## src/rtl/vram_wr_arbiter.sv

```systemverilog
// vram_wr_arbiter: sole owner of the VRAM write port. Merges buffered PCU pen
// writes with a screen-clear sweep so that a pen write landing during a clear
// is never overwritten by that clear.
// Optional build macro CLR_RECT_EN: restricts the clear to a rectangle
// (clr_x0/clr_y0/clr_x1/clr_y1). Rectangle mode assumes AW = 16 ({y, x}).
module vram_wr_arbiter #(
    parameter int AW         = 16,
    parameter int DW         = 12,
    parameter int FIFO_DEPTH = 4
) (
    input  logic          clk,
    input  logic          rst,
    input  logic          p_we,
    input  logic [AW-1:0] p_addr,
    input  logic [DW-1:0] p_data,
    output logic          p_ready,
    output logic          p_drop,
    input  logic          clr_start,
    input  logic [DW-1:0] clr_color,
`ifdef CLR_RECT_EN
    input  logic [7:0]    clr_x0,
    input  logic [7:0]    clr_y0,
    input  logic [7:0]    clr_x1,
    input  logic [7:0]    clr_y1,
`endif
    output logic          clr_busy,
    output logic          clr_done,
    output logic          vram_we,
    output logic [AW-1:0] vram_a,
    output logic [DW-1:0] vram_d
);

    localparam int PW = $clog2(FIFO_DEPTH);
    localparam int CW = PW + 1;

    typedef enum logic [1:0] {
        S_IDLE,
        S_CLEAR,
        S_DONE
    } state_t;

    // pen FIFO storage and bookkeeping
    logic [AW-1:0] fifo_addr [FIFO_DEPTH];
    logic [DW-1:0] fifo_data [FIFO_DEPTH];
    logic [PW-1:0] wr_ptr_reg;
    logic [PW-1:0] rd_ptr_reg;
    logic [CW-1:0] count_reg;
    logic [CW-1:0] count_next;
    logic          p_ready_reg;
    logic          p_drop_reg;

    // arbiter / clear state
    state_t        state_reg;
    logic [DW-1:0] clr_color_reg;
    logic          clr_busy_reg;
    logic          clr_done_reg;
    logic          vram_we_reg;
    logic [AW-1:0] vram_a_reg;
    logic [DW-1:0] vram_d_reg;

    // sweep position widened by one bit so the ordering compare never wraps
    logic [AW:0]   clr_pos;
    logic          clr_last;

    logic          push;
    logic          pop;
    logic          fifo_empty;
    logic          head_below;
    logic [AW-1:0] head_addr;
    logic [DW-1:0] head_data;
    logic          grant_pen;
    logic          grant_clr;

`ifdef CLR_RECT_EN
    logic [7:0]    cx_reg;
    logic [7:0]    cy_reg;
    logic [7:0]    rx0_reg;
    logic [7:0]    rx1_reg;
    logic [7:0]    ry1_reg;

    assign clr_pos  = {{(AW-15){1'b0}}, cy_reg, cx_reg};
    assign clr_last = (cx_reg == rx1_reg) && (cy_reg == ry1_reg);
`else
    logic [AW:0]   clr_ptr_reg;

    assign clr_pos  = clr_ptr_reg;
    assign clr_last = (clr_ptr_reg[AW-1:0] == {AW{1'b1}});
`endif

    assign push       = p_we && p_ready_reg;
    assign fifo_empty = (count_reg == '0);
    assign head_addr  = fifo_addr[rd_ptr_reg];
    assign head_data  = fifo_data[rd_ptr_reg];
    assign head_below = ({1'b0, head_addr} < clr_pos);
    assign pop        = grant_pen;

    assign p_ready  = p_ready_reg;
    assign p_drop   = p_drop_reg;
    assign clr_busy = clr_busy_reg;
    assign clr_done = clr_done_reg;
    assign vram_we  = vram_we_reg;
    assign vram_a   = vram_a_reg;
    assign vram_d   = vram_d_reg;

    // choose who owns the write port this cycle; a clear yields only to heads it has already passed
    always_comb begin
        grant_pen = 1'b0;
        grant_clr = 1'b0;
        case (state_reg)
            S_IDLE, S_DONE: grant_pen = !fifo_empty;
            S_CLEAR: begin
                if (!fifo_empty && head_below) begin
                    grant_pen = 1'b1;
                end else begin
                    grant_clr = 1'b1;
                end
            end
            default: ;
        endcase
    end

    // FIFO occupancy after this cycle's push/pop
    always_comb begin
        count_next = count_reg;
        if (push && !pop) begin
            count_next = count_reg + CW'(1);
        end else if (!push && pop) begin
            count_next = count_reg - CW'(1);
        end
    end

    // FIFO pointers, occupancy and the registered ready/drop flags
    always_ff @(posedge clk or negedge rst) begin
        if (!rst) begin
            wr_ptr_reg  <= '0;
            rd_ptr_reg  <= '0;
            count_reg   <= '0;
            p_ready_reg <= 1'b0;
            p_drop_reg  <= 1'b0;
        end else begin
            if (push) begin
                wr_ptr_reg <= wr_ptr_reg + PW'(1);
            end
            if (pop) begin
                rd_ptr_reg <= rd_ptr_reg + PW'(1);
            end
            count_reg   <= count_next;
            p_ready_reg <= (count_next != CW'(FIFO_DEPTH));
            p_drop_reg  <= p_we && !p_ready_reg;
        end
    end

    // FIFO payload storage; contents are don't-care until written
    always_ff @(posedge clk) begin
        if (push) begin
            fifo_addr[wr_ptr_reg] <= p_addr;
            fifo_data[wr_ptr_reg] <= p_data;
        end
    end

    // clear FSM plus the registered VRAM write port
    always_ff @(posedge clk or negedge rst) begin
        if (!rst) begin
            state_reg     <= S_IDLE;
            clr_color_reg <= '0;
            clr_busy_reg  <= 1'b0;
            clr_done_reg  <= 1'b0;
            vram_we_reg   <= 1'b0;
            vram_a_reg    <= '0;
            vram_d_reg    <= '0;
`ifdef CLR_RECT_EN
            cx_reg        <= '0;
            cy_reg        <= '0;
            rx0_reg       <= '0;
            rx1_reg       <= '0;
            ry1_reg       <= '0;
`else
            clr_ptr_reg   <= '0;
`endif
        end else begin
            clr_done_reg <= 1'b0;
            vram_we_reg  <= grant_pen || grant_clr;
            if (grant_pen) begin
                vram_a_reg <= head_addr;
                vram_d_reg <= head_data;
            end else if (grant_clr) begin
                vram_a_reg <= clr_pos[AW-1:0];
                vram_d_reg <= clr_color_reg;
            end

            case (state_reg)
                S_IDLE: begin
                    if (clr_start) begin
                        clr_color_reg <= clr_color;
                        clr_busy_reg  <= 1'b1;
`ifdef CLR_RECT_EN
                        cx_reg  <= clr_x0;
                        cy_reg  <= clr_y0;
                        rx0_reg <= clr_x0;
                        rx1_reg <= clr_x1;
                        ry1_reg <= clr_y1;
                        // an empty rectangle completes without writing anything
                        if ((clr_x0 > clr_x1) || (clr_y0 > clr_y1)) begin
                            state_reg <= S_DONE;
                        end else begin
                            state_reg <= S_CLEAR;
                        end
`else
                        clr_ptr_reg <= '0;
                        state_reg   <= S_CLEAR;
`endif
                    end
                end
                S_CLEAR: begin
                    if (grant_clr) begin
                        if (clr_last) begin
                            state_reg <= S_DONE;
                        end
`ifdef CLR_RECT_EN
                        if (cx_reg == rx1_reg) begin
                            cx_reg <= rx0_reg;
                            cy_reg <= cy_reg + 8'd1;
                        end else begin
                            cx_reg <= cx_reg + 8'd1;
                        end
`else
                        clr_ptr_reg <= clr_ptr_reg + (AW+1)'(1);
`endif
                    end
                end
                S_DONE: begin
                    clr_done_reg <= 1'b1;
                    clr_busy_reg <= 1'b0;
                    state_reg    <= S_IDLE;
                end
                default: state_reg <= S_IDLE;
            endcase
        end
    end

endmodule

```

## config.mk

```make
export PLATFORM = sky130hd
export DESIGN_NAME = vram_wr_arbiter
export DESIGN_NICKNAME = d
export VERILOG_FILES = /design/src/rtl/vram_wr_arbiter.sv
export SDC_FILE = /design/constraint.sdc
export NUM_CORES = 1
export LEC_CHECK = 0
export CORE_ASPECT_RATIO = 0.9
export CORE_UTILIZATION = 45
export CTS_CLUSTER_DIAMETER = 150
export DETAILED_ROUTE_END_ITERATION = 8
export PLACE_DENSITY = 0.65
export SYNTH_ARGS = -nofsm -noshare
export SYNTH_HDL_FRONTEND = slang
export SYNTH_SLANG_ARGS = --single-unit
export TNS_END_PERCENT = 30
```

## constraint.sdc

```tcl
create_clock -name clk -period 4.65 [get_ports clk]
set_input_delay 1.395 -clock clk [delete_from_list [all_inputs] [get_ports clk]]
set_output_delay 1.395 -clock clk [all_outputs]
set_load 0.005 [all_outputs]
```

==> impl_metrics.env, run 1 <==
export IMPL_setup_worst_path_start_class="flip-flop"
export IMPL_groute_usage_overall_pct=18.5
export IMPL_largest_register_ff_count=64
export IMPL_crit_path_top_delay_cell="sky130_fd_sc_hd__dfrtp_2"
export IMPL_hold_path_class="reg2reg"
export IMPL_die_area_um2=17800
export IMPL_total_power_mw=5.92
export IMPL_async_flop_share_pct=38.8
export IMPL_cts_num_sinks=183
export IMPL_postSynthCellCount=516
export IMPL_antenna_found_initial=0
export IMPL_period_share_pct=82.7
export IMPL_leak_pwr_nw=3.63
export IMPL_synth_main_ff_cell="sky130_fd_sc_hd__edfxtp_1"
export IMPL_worst_setup_hold_path_clk_slew_ps=70
export IMPL_route_detailed_wl_per_inst_um=18.3
export IMPL_critical_path_n_buffers_inverters=1
export IMPL_share_comb_of_total_power_pct=34.2
export IMPL_wirelength_mm=15.0
export IMPL_post_cts_setup_repair_bufs=0
export IMPL_netlist_cell_types=44
export IMPL_fp_row_count=45
export IMPL_hold_viol=0
export IMPL_highest_metal_layer_used_by_the_detailed_router="met4"
export IMPL_synth_edf_count=112
export IMPL_ys_warn_count=0
export IMPL_synth_mux_area_share_pct=13.6
export IMPL_detail_route_antenna_nets=0
export IMPL_setup_viol_count_final=0
export IMPL_detailroute_wirelength_met2_mm=7.14
export IMPL_die_width_um=141
export IMPL_critPathMaxFanout=20
export IMPL_area_growth_pct=21.1
export IMPL_switching_share_pct=31.8
export IMPL_start_util_pct=46.0
export IMPL_finalWorstSetupSlack_ps=806
export IMPL_power_sequential_fraction_pct=40.7
export IMPL_switchingPower_mw=1.88
export IMPL_vias=4400
export IMPL_maxSlewHeadroom_pct=25.0
export IMPL_cellInternalPower_mw=4.04
export IMPL_dr_first_iter_drc_count=304
export IMPL_path_cells="mux4_2 > ha_1 > a21o_1 > a21o_1 > a222oi_1 > o2111ai_4 > buf_4 > mux2i_1 > a21oi_1"
export IMPL_grt_setup_unrepaired="no"
export IMPL_tritoncts="done"
export IMPL_dpl_worst_slack_ps=751
export IMPL_grt_pass1_vias=4536
export IMPL_n_antenna_cell=0
export IMPL_fin_skew_ps=8.83
export IMPL_path_common_cell="sky130_fd_sc_hd__a21o_1"
export IMPL_via_per_inst=5.35
export IMPL_post_route_cells_drive_above_1_share_pct=14.6
export IMPL_timing_worst_slew_pin_value_ps=1120
export IMPL_core_region_area_um2=16900
export IMPL_grt_max_degree=72
export IMPL_setup_worst_path_class="reg2reg"
export IMPL_postCtsHoldBufs=0
export IMPL_ios=77
export IMPL_finalNetCount=665
export IMPL_yosys_area_share_xor_xnor_pct=2.12
export IMPL_status="finished, final reports clean"
export IMPL_drt_drc_violations_left=0
export IMPL_synth_area_top_cells="sky130_fd_sc_hd__edfxtp_1, sky130_fd_sc_hd__dfrtp_1, sky130_fd_sc_hd__mux4_2"
export IMPL_synth_top_area_share_pct=43.3
export IMPL_cts_buffers_inserted=17
export IMPL_clockBufferDepth=2
export IMPL_largest_family_of_logic_cells_by_synthesized_area="multiplexers"
export IMPL_ys_seq_elements=183
export IMPL_timing_critical_path_arrival_ps=4100
export IMPL_post_route_min_period_ps=3840
export IMPL_grt_pass1_wl_mm=24.2
export IMPL_net_count_of_the_mapped_netlist=583
export IMPL_cts_resized=0
export IMPL_critPathCaptureType="flip-flop"
export IMPL_cts_htree_levels=4
export IMPL_die_height_um=127
export IMPL_synth_adder_area_share_pct=3.70
export IMPL_ys_seq_area_share_pct=66.1
export IMPL_place_congestion=0.798
export IMPL_clk_insertion_delay_late_ps=430
export IMPL_report_final_slew_viol_count=0
export IMPL_critical_path_required_ps=4900
export IMPL_synth_area_in_compound_gates_pct=4.99
export IMPL_met3RoutedLength_um=637
export IMPL_timing_critical_path_max_delay_family="compound AO/OA/AOI/OAI gates"
export IMPL_io_buffers=76
export IMPL_globalRoute_totalOverflow=0
export IMPL_wl_met1_mm=6.97
export IMPL_power_density_cell_area_nw_per_um2=629
export IMPL_power_share_clock_pct=25.1
export IMPL_place_detailed_hpwl_mm=9.77
export IMPL_synth_common_cells="sky130_fd_sc_hd__edfxtp_1, sky130_fd_sc_hd__dfrtp_1, sky130_fd_sc_hd__nor2_1, sky130_fd_sc_hd__a21oi_1, sky130_fd_sc_hd__mux2i_1"
export IMPL_yosys_area_top_type="sky130_fd_sc_hd__edfxtp_1"
export IMPL_max_clock_freq_ghz=0.260
export IMPL_max_cap_violations=0
export IMPL_drt_first_pass_iters=4
export IMPL_post_place_cells=790
export IMPL_yosysMostFrequentCell="sky130_fd_sc_hd__edfxtp_1"
export IMPL_netlist_area_um2=7770
export IMPL_stdcell_count=822
export IMPL_max_vdd_ir_drop_uv=286
export IMPL_critPathMaxStageDelay_ps=720
export IMPL_largest_register="fifo_addr"
export IMPL_clk_root_buffer_cell="sky130_fd_sc_hd__clkbuf_16"
export IMPL_synthSimpleGateAreaFrac_pct=6.89
export IMPL_finalSetupTns_ps=0
export IMPL_synthesis_area_per_instance_um2=15.1
kinds of logic after synthesis:
| kind of cell | Yosys count |
|---|---|
| DFF | 183 |
| xor gates and xnor gates | 18 |
| and+or+nand+nor | 109 |
| AOI/OAI and AO/OA | 64 |
| buffers and inverters | 50 |
| adders and majority gates | 23 |
| muxes | 69 |
placed cells by master, fill, tap and decap left out, drive strengths merged, types with 2 or more instances in the layout:
cell type,instances
edfxtp,112
clkdlybuf4s50,75
dfrtp,71
nor2,48
a21oi,39
inv,34
mux2i,29
mux4,28
ha,23
clkbuf,18
xnor2,17
nand2,15
mux2,12
buf,11
o21ai,8
nor3,8
nand3,7
and3,7
and4,5
nor4,5
a21boi,3
bufinv,3
o311ai,3
clkinv,3
nor2b,2
and2,2
a21o,2
nand2b,2
nand4b,2
o21bai,2
or3,2
nor3b,2
through the flow:
| step | utilization [%] | area, µm² | hold WS, ps |
|---|---|---|---|
| global route | 55.7 | 9410 | 532 |
| detailed placement | 52.1 | 8800 | 503 |
| finish | 55.7 | 9410 | 512 |
| CTS | 55.7 | 9410 | 519 |
| global placement | 52.1 | 8800 | 491 |
| floorplan | - | 7770 | 480 |
routing by layer:
metal	track usage, %	vias to the layer above
met3	3.51	18
met4	8.06	0
met2	30.0	93
met5	0	-
met1	24.5	2209
li1	-	2080
final cells by class:
class / count / area (µm²)
fill: 1347 / 7480
sequential: 183 / 5140
multi-input combinational: 283 / 2460
timing repair buffer: 86 / 833
clock buffer: 18 / 429
tap: 211 / 264
clock inverter: 14 / 183
inverter: 27 / 101
final timing paths:
check,startpoint,to,slack (ps),cells after the start
worst max register to register,rd_ptr_reg[0],vram_a[14],810,9
max in group asynchronous,rst,rd_ptr_reg[0],2860,1
worst min register to register,clr_color_reg[5],clr_color_reg[5],510,1
min in group asynchronous,rst,vram_a[10],1080,1
worst min-delay path,clr_color_reg[5],clr_color_reg[5],510,1
worst max-delay path,rd_ptr_reg[0],vram_a[14],810,9
power groups by stage:
| stage | Clock [mW] | Combinational, mW | Sequential, mW |
|---|---|---|---|
| floorplan | 0 | 1.43 | 2.32 |
| global placement | 0 | 1.99 | 2.43 |
| detailed placement | 0 | 2.05 | 2.45 |
| CTS | 1.52 | 2.06 | 2.42 |
| global route | 1.58 | 2.23 | 2.46 |
| finish | 1.49 | 2.02 | 2.41 |
worst register-to-register path, cell delays in order (launching register included):
cell	delay (ps)
sky130_fd_sc_hd__dfrtp_2	720
sky130_fd_sc_hd__mux4_2	590
sky130_fd_sc_hd__ha_1	300
sky130_fd_sc_hd__a21o_1	160
sky130_fd_sc_hd__a21o_1	170
sky130_fd_sc_hd__a222oi_1	610
sky130_fd_sc_hd__o2111ai_4	420
sky130_fd_sc_hd__buf_4	410
sky130_fd_sc_hd__mux2i_1	210
sky130_fd_sc_hd__a21oi_1	80
Power figures use the tool's default switching activity.
==> inputs of run 2 (changes only) <==
==> constraint.sdc (replaced) <==
create_clock -name clk -period 3.6 [get_ports clk]
set_input_delay 1.08 -clock clk [delete_from_list [all_inputs] [get_ports clk]]
set_output_delay 1.08 -clock clk [all_outputs]
set_load 0.005 [all_outputs]
==> run 2 against run 1 <==
Wire length up 2.6%. Clock skew is essentially flat. Cell area up 1.1%. Utilization rose by 0.60 points. Largest power group unchanged. Clock power increased by 26%. First-iteration DRC count fell by 29%. Sequential power up 26%.
==> impl_metrics.env, run 2 (synthesized netlist as in run 1, its figures left out) <==
export IMPL_layout_area_seq_um2=5140
export IMPL_via_per_inst=5.36
export IMPL_layout_common_cells="sky130_fd_sc_hd__edfxtp_1, sky130_fd_sc_hd__clkdlybuf4s50_1, sky130_fd_sc_hd__dfrtp_1"
export IMPL_stdcell_count=833
export IMPL_ios=77
export IMPL_max_cap_violations=0
export IMPL_setup_worst_path_start_class="flip-flop"
export IMPL_cts_buffers_inserted=17
export IMPL_core_region_area_um2=16900
export IMPL_drt_drc_violations_left=0
export IMPL_detailroute_wirelength_met2_mm=7.31
export IMPL_route_detailed_wl_per_inst_um=18.5
export IMPL_grt_setup_unrepaired="no"
export IMPL_timing_critical_path_max_delay_family="compound AO/OA/AOI/OAI gates"
export IMPL_leak_pwr_nw=3.68
export IMPL_vias=4465
export IMPL_post_route_cells_drive_above_1_share_pct=15.9
export IMPL_largest_register="fifo_addr"
export IMPL_critPathMaxStageDelay_ps=550
export IMPL_setup_worst_path_class="reg2reg"
export IMPL_io_buffers=76
export IMPL_n_fill_cell=1331
export IMPL_hold_path_class="reg2reg"
export IMPL_fin_skew_ps=8.99
export IMPL_status="finished, final reports clean"
export IMPL_timing_critical_path_arrival_ps=3650
export IMPL_start_util_pct=46.0
export IMPL_cts_num_sinks=183
export IMPL_dpl_worst_slack_ps=62.0
export IMPL_grt_pass1_wl_mm=24.8
export IMPL_n_antenna_cell=0
export IMPL_groute_usage_overall_pct=18.9
export IMPL_grt_max_degree=72
export IMPL_period_share_pct=93.2
export IMPL_post_route_min_period_ps=3360
export IMPL_dr_first_iter_drc_count=216
export IMPL_critical_path_n_buffers_inverters=2
export IMPL_timing_worst_slew_pin_value_ps=941
export IMPL_power_density_cell_area_nw_per_um2=821
export IMPL_critPathMaxFanout=9
export IMPL_met3RoutedLength_um=501
export IMPL_area_occupied_by_multi_input_gates_um2=2460
export IMPL_critPathCaptureType="flip-flop"
export IMPL_max_vdd_ir_drop_uv=387
export IMPL_setup_viol_count_final=0
export IMPL_die_area_um2=17800
export IMPL_finalNetCount=676
export IMPL_tritoncts="done"
export IMPL_finalSetupTns_ps=0
export IMPL_clk_insertion_delay_late_ps=430
export IMPL_largest_register_ff_count=64
export IMPL_wirelength_mm=15.4
export IMPL_antenna_found_initial=0
export IMPL_wl_met1_mm=7.25
export IMPL_clk_root_buffer_cell="sky130_fd_sc_hd__clkbuf_16"
export IMPL_globalRoute_totalOverflow=0
export IMPL_place_detailed_hpwl_mm=9.96
export IMPL_grt_pass1_vias=4629
export IMPL_highest_metal_layer_used_by_the_detailed_router="met4"
export IMPL_finalWorstSetupSlack_ps=244
export IMPL_final_common_cell="sky130_fd_sc_hd__edfxtp_1"
export IMPL_max_clock_freq_ghz=0.298
export IMPL_maxSlewHeadroom_pct=37.3
export IMPL_die_height_um=127
export IMPL_fp_row_count=45
export IMPL_place_congestion=0.783
export IMPL_drt_first_pass_iters=6
export IMPL_detail_route_antenna_nets=0
export IMPL_post_place_cells=798
export IMPL_area_growth_pct=22.4
export IMPL_die_width_um=141
export IMPL_clockBufferDepth=2
export IMPL_worst_setup_hold_path_clk_slew_ps=70
export IMPL_critical_path_required_ps=3900
export IMPL_crit_path_top_delay_cell="sky130_fd_sc_hd__mux4_2"
export IMPL_cts_htree_levels=4
export IMPL_path_cells="buf_4 > mux4_2 > ha_1 > a21o_1 > a21o_1 > a222oi_1 > o2111ai_4 > buf_4 > mux2i_1 > a21oi_1"
export IMPL_report_final_slew_viol_count=0
export IMPL_hold_viol=0
==> run 2: report_power, final <==
part / internal [mW] / total [mW] / switching (mW) / leakage [nW]
logic: 1.48 / 2.89 / 1.41 / 1.49
clock network: 1.05 / 1.88 / 0.838 / 0.291
registers: 2.77 / 3.04 / 0.270 / 1.90
total: 5.30 / 7.81 / 2.52 / 3.68
==> run 2: metrics by stage <==
| step | power [mW] | hold WS, ps | utilization, % | cell area [µm²] |
|---|---|---|---|---|
| after floorplan | 4.85 | 480 | - | 7770 |
| after global placement | 5.83 | 493 | 52.5 | 8870 |
| after detailed placement | 5.92 | 499 | 52.5 | 8870 |
| after CTS | 7.82 | 515 | 56.1 | 9470 |
| after global routing | 8.28 | 529 | 56.3 | 9510 |
| final | 7.81 | 511 | 56.3 | 9510 |
==> run 2: what timing repair did <==
action / 4_1_cts / 5_1_grt
buffers inserted: 0 / 3
hold buffers: 0 / 0
gates resized for setup: 0 / 4
setup endpoints to repair: 0 / 38
==> run 2: layout make-up <==
| type | count | share of cell area [%] |
|---|---|---|
| flip-flops and latches | 183 | 54.1 |
| multi-input cells | 283 | 25.9 |
| repair buffers | 97 | 9.97 |
| clock buffers | 18 | 4.51 |
| well taps | 211 | 2.78 |
| clock inverters | 14 | 1.75 |
| inverters | 27 | 1.07 |
==> run 2: metal layers <==
| metal | GRT usage, % | up-vias |
|---|---|---|
| li1 | - | 2114 |
| met1 | 25.6 | 2241 |
| met2 | 30.1 | 86 |
| met3 | 3.47 | 24 |
| met4 | 8.50 | 0 |
| met5 | 0 | - |
==> run 2: final timing paths <==
path	slack, ps	from	to	cells past startpoint
worst max-delay path	240	rd_ptr_reg[0]	vram_a[4]	10
worst min-delay path	510	clr_color_reg[6]	clr_color_reg[6]	1
worst max register to register	240	rd_ptr_reg[0]	vram_a[4]	10
worst min register to register	510	clr_color_reg[6]	clr_color_reg[6]	1
max in group asynchronous	2110	rst	rd_ptr_reg[0]	1
min in group asynchronous	760	rst	vram_a[4]	1
==> run 2: worst register-to-register path: stages (launching register included) <==
cell                        delay (ps)
sky130_fd_sc_hd__dfrtp_4           450
sky130_fd_sc_hd__buf_4             160
sky130_fd_sc_hd__mux4_2            550
sky130_fd_sc_hd__ha_1              310
sky130_fd_sc_hd__a21o_1            160
sky130_fd_sc_hd__a21o_1            180
sky130_fd_sc_hd__a222oi_1          550
sky130_fd_sc_hd__o2111ai_4         280
sky130_fd_sc_hd__buf_4             270
sky130_fd_sc_hd__mux2i_1           210
sky130_fd_sc_hd__a21oi_1           100
==> inputs of run 3 (changes only) <==
--- a/config.mk
+++ b/config.mk
@@ -5,7 +5,8 @@
 export SDC_FILE = /design/constraint.sdc
 export NUM_CORES = 1
 export LEC_CHECK = 0
-export CORE_ASPECT_RATIO = 0.9
+export ABC_AREA = 1
+export CORE_ASPECT_RATIO = 1.4
 export CORE_UTILIZATION = 45
 export CTS_CLUSTER_DIAMETER = 150
 export DETAILED_ROUTE_END_ITERATION = 8
==> run 3 against run 2 <==
Cell area up 1.4%. Cell count grew 30%. Sequential share of layout area is 0.78 points lower. Synthesized cell count is 47% higher. Fmax rose by 3.4%. Critical path depth up 4. Critical path type unchanged. Largest cell class unchanged. Largest power group is now combinational cells.
==> impl_metrics.env, run 3 <==
export IMPL_cts_htree_levels=4
export IMPL_max_cap_violations=0
export IMPL_critPathMaxFanout=24
export IMPL_groute_usage_overall_pct=21.7
export IMPL_grt_max_degree=59
export IMPL_hold_viol=0
export IMPL_ios=77
export IMPL_synth_edf_count=112
export IMPL_hold_path_class="reg2reg"
export IMPL_max_vdd_ir_drop_uv=341
export IMPL_place_detailed_hpwl_mm=12.5
export IMPL_net_count_of_the_mapped_netlist=826
export IMPL_drt_first_pass_iters=5
export IMPL_leak_pwr_nw=3.83
export IMPL_synth_area_top_cells="sky130_fd_sc_hd__edfxtp_1, sky130_fd_sc_hd__dfrtp_1, sky130_fd_sc_hd__nand2_1"
export IMPL_area_occupied_by_multi_input_gates_um2=2500
export IMPL_fp_row_count=57
export IMPL_globalRoute_totalOverflow=0
export IMPL_async_flop_share_pct=38.8
export IMPL_vias=5777
export IMPL_drt_drc_violations_left=0
export IMPL_cts_buffers_inserted=17
export IMPL_finalSetupTns_ps=0
export IMPL_grt_setup_unrepaired="no"
export IMPL_place_congestion=0.877
export IMPL_cts_num_sinks=183
export IMPL_n_fill_cell=1458
export IMPL_route_detailed_wl_per_inst_um=17.0
export IMPL_ys_warn_count=0
export IMPL_timing_critical_path_arrival_ps=3550
export IMPL_ys_seq_area_share_pct=64.4
export IMPL_core_region_area_um2=17300
export IMPL_post_cts_setup_repair_bufs=0
export IMPL_post_route_cells_drive_above_1_share_pct=7.41
export IMPL_clockBufferDepth=2
export IMPL_die_height_um=160
export IMPL_postSynthCellCount=759
export IMPL_yosysMostFrequentCell="sky130_fd_sc_hd__nand2_1"
export IMPL_worst_setup_hold_path_clk_slew_ps=70
export IMPL_report_final_slew_viol_count=0
export IMPL_max_clock_freq_ghz=0.308
export IMPL_via_per_inst=5.32
export IMPL_critPathCaptureType="flip-flop"
export IMPL_ys_seq_elements=183
export IMPL_finalNetCount=904
export IMPL_dr_first_iter_drc_count=319
export IMPL_wirelength_mm=18.5
export IMPL_timing_worst_slew_pin_value_ps=994
export IMPL_synth_common_cells="sky130_fd_sc_hd__nand2_1, sky130_fd_sc_hd__edfxtp_1, sky130_fd_sc_hd__nor2_1, sky130_fd_sc_hd__dfrtp_1, sky130_fd_sc_hd__o21ai_0"
export IMPL_largest_register_ff_count=64
export IMPL_synthesis_area_per_instance_um2=10.5
export IMPL_fin_skew_ps=7.37
export IMPL_setup_viol_count_final=0
export IMPL_start_util_pct=46.0
export IMPL_grt_pass1_wl_mm=30.2
export IMPL_power_density_cell_area_nw_per_um2=855
export IMPL_critical_path_required_ps=3910
export IMPL_yosys_area_top_type="sky130_fd_sc_hd__edfxtp_1"
export IMPL_netlist_cell_types=29
export IMPL_final_common_cell="sky130_fd_sc_hd__nand2_1"
export IMPL_status="finished, final reports clean"
export IMPL_die_width_um=115
export IMPL_period_share_pct=90.2
export IMPL_clk_insertion_delay_late_ps=430
export IMPL_netlist_area_um2=7980
export IMPL_io_buffers=76
export IMPL_synth_main_ff_cell="sky130_fd_sc_hd__edfxtp_1"
export IMPL_tritoncts="done"
export IMPL_cts_resized=0
export IMPL_synth_top_area_share_pct=42.2
export IMPL_maxSlewHeadroom_pct=33.6
export IMPL_setup_worst_path_class="reg2reg"
export IMPL_grt_pass1_vias=5965
export IMPL_detail_route_antenna_nets=0
export IMPL_final_hold_slack_ps=475
export IMPL_layout_area_seq_um2=5140
export IMPL_post_route_min_period_ps=3250
export IMPL_setup_worst_path_start_class="flip-flop"
export IMPL_clk_root_buffer_cell="sky130_fd_sc_hd__clkbuf_16"
export IMPL_postCtsHoldBufs=0
export IMPL_die_area_um2=18300
export IMPL_layout_common_cells="sky130_fd_sc_hd__nand2_1, sky130_fd_sc_hd__edfxtp_1, sky130_fd_sc_hd__nor2_1"
export IMPL_n_antenna_cell=0
export IMPL_area_growth_pct=20.9
export IMPL_antenna_found_initial=0
export IMPL_largest_register="fifo_addr"
[run 3: cell types whose count changed in the layout (fill, tap and decap cells not counted), sizes merged, moves of 28 or more]
cell   change
mux4      -28
nand3     +38
nor2      +59
mux2i     -29
o21ai     +82
nand2    +124
[run 3: path summary, 6_finish.rpt]
path                          startpoint    endpoint  slack [ps]  cells past startpoint
setup / recovery           rd_ptr_reg[1]  vram_a[13]         350                     14
hold / removal                   p_ready      p_drop         470                      1
setup reg to reg           rd_ptr_reg[1]  vram_a[13]         350                     14
hold reg to reg                  p_ready      p_drop         470                      1
max in group asynchronous            rst  clr_pos[5]        2200                      2
min in group asynchronous            rst     vram_we         690                      1
[run 3: per-stage QoR]
step           instances  instance area (µm²)  utilization [%]  power, mW  setup WS (ps)
4_1_cts             1086                 9640             55.6       8.29            274
2_1_floorplan        759                 7980                -       5.17            746
5_1_grt             1086                 9640             55.6       8.82           61.1
3_3_place_gp        1054                 9020             52.1       6.25            455
3_5_place_dp        1054                 9020             52.1       6.37            299
6_report            1086                 9640             55.6       8.24            354
[run 3: kinds of logic after synthesis]
kind of cell               count (synthesis)  share of synthesized area, %
buffers and inverters                     85                          4.35
DFF                                      183                          64.4
adders and majority gates                 23                          3.61
xor gates and xnor gates                   9                         0.988
and+or+nand+nor                          306                          15.7
AOI/OAI and AO/OA                        153                          10.9
[run 3: report_power, final]
group / total, mW / internal (mW) / switching (mW)
Sequential: 3.08 / 2.80 / 0.278
Combinational: 3.25 / 1.25 / 2.00
Clock: 1.91 / 1.06 / 0.849
Total: 8.24 / 5.11 / 3.13
[run 3: cell type report]
cell class / instances / area share [%]
Sequential cell: 183 / 53.3
Timing Repair Buffer: 94 / 9.41
Inverter: 50 / 1.97
Clock inverter: 15 / 1.95
Tap cell: 236 / 3.06
Clock buffer: 17 / 4.41
Multi-Input combinational cell: 491 / 25.9
[run 3: worst max-delay path, stage by stage (launching register included)]
cell and delay (ps):
sky130_fd_sc_hd__dfrtp_1 390, sky130_fd_sc_hd__inv_1 400, sky130_fd_sc_hd__o21ai_0 240, sky130_fd_sc_hd__o22ai_1 370
sky130_fd_sc_hd__ha_1 330, sky130_fd_sc_hd__nand2_1 80, sky130_fd_sc_hd__nor2_1 50, sky130_fd_sc_hd__nand2_1 110
sky130_fd_sc_hd__nor2_1 70, sky130_fd_sc_hd__nand2_2 80, sky130_fd_sc_hd__nand4_2 160, sky130_fd_sc_hd__nand2_4 290
sky130_fd_sc_hd__inv_2 210, sky130_fd_sc_hd__o21ai_1 260, sky130_fd_sc_hd__o21ai_1 100
[run 3: per-layer routing]
| layer | global-route usage (%) | wire, µm |
|---|---|---|
| met3 | 4.04 | 862 |
| met4 | 10.3 | 425 |
| met5 | 0 | 0 |
| met2 | 35.5 | 9400 |
| met1 | 27.8 | 7800 |
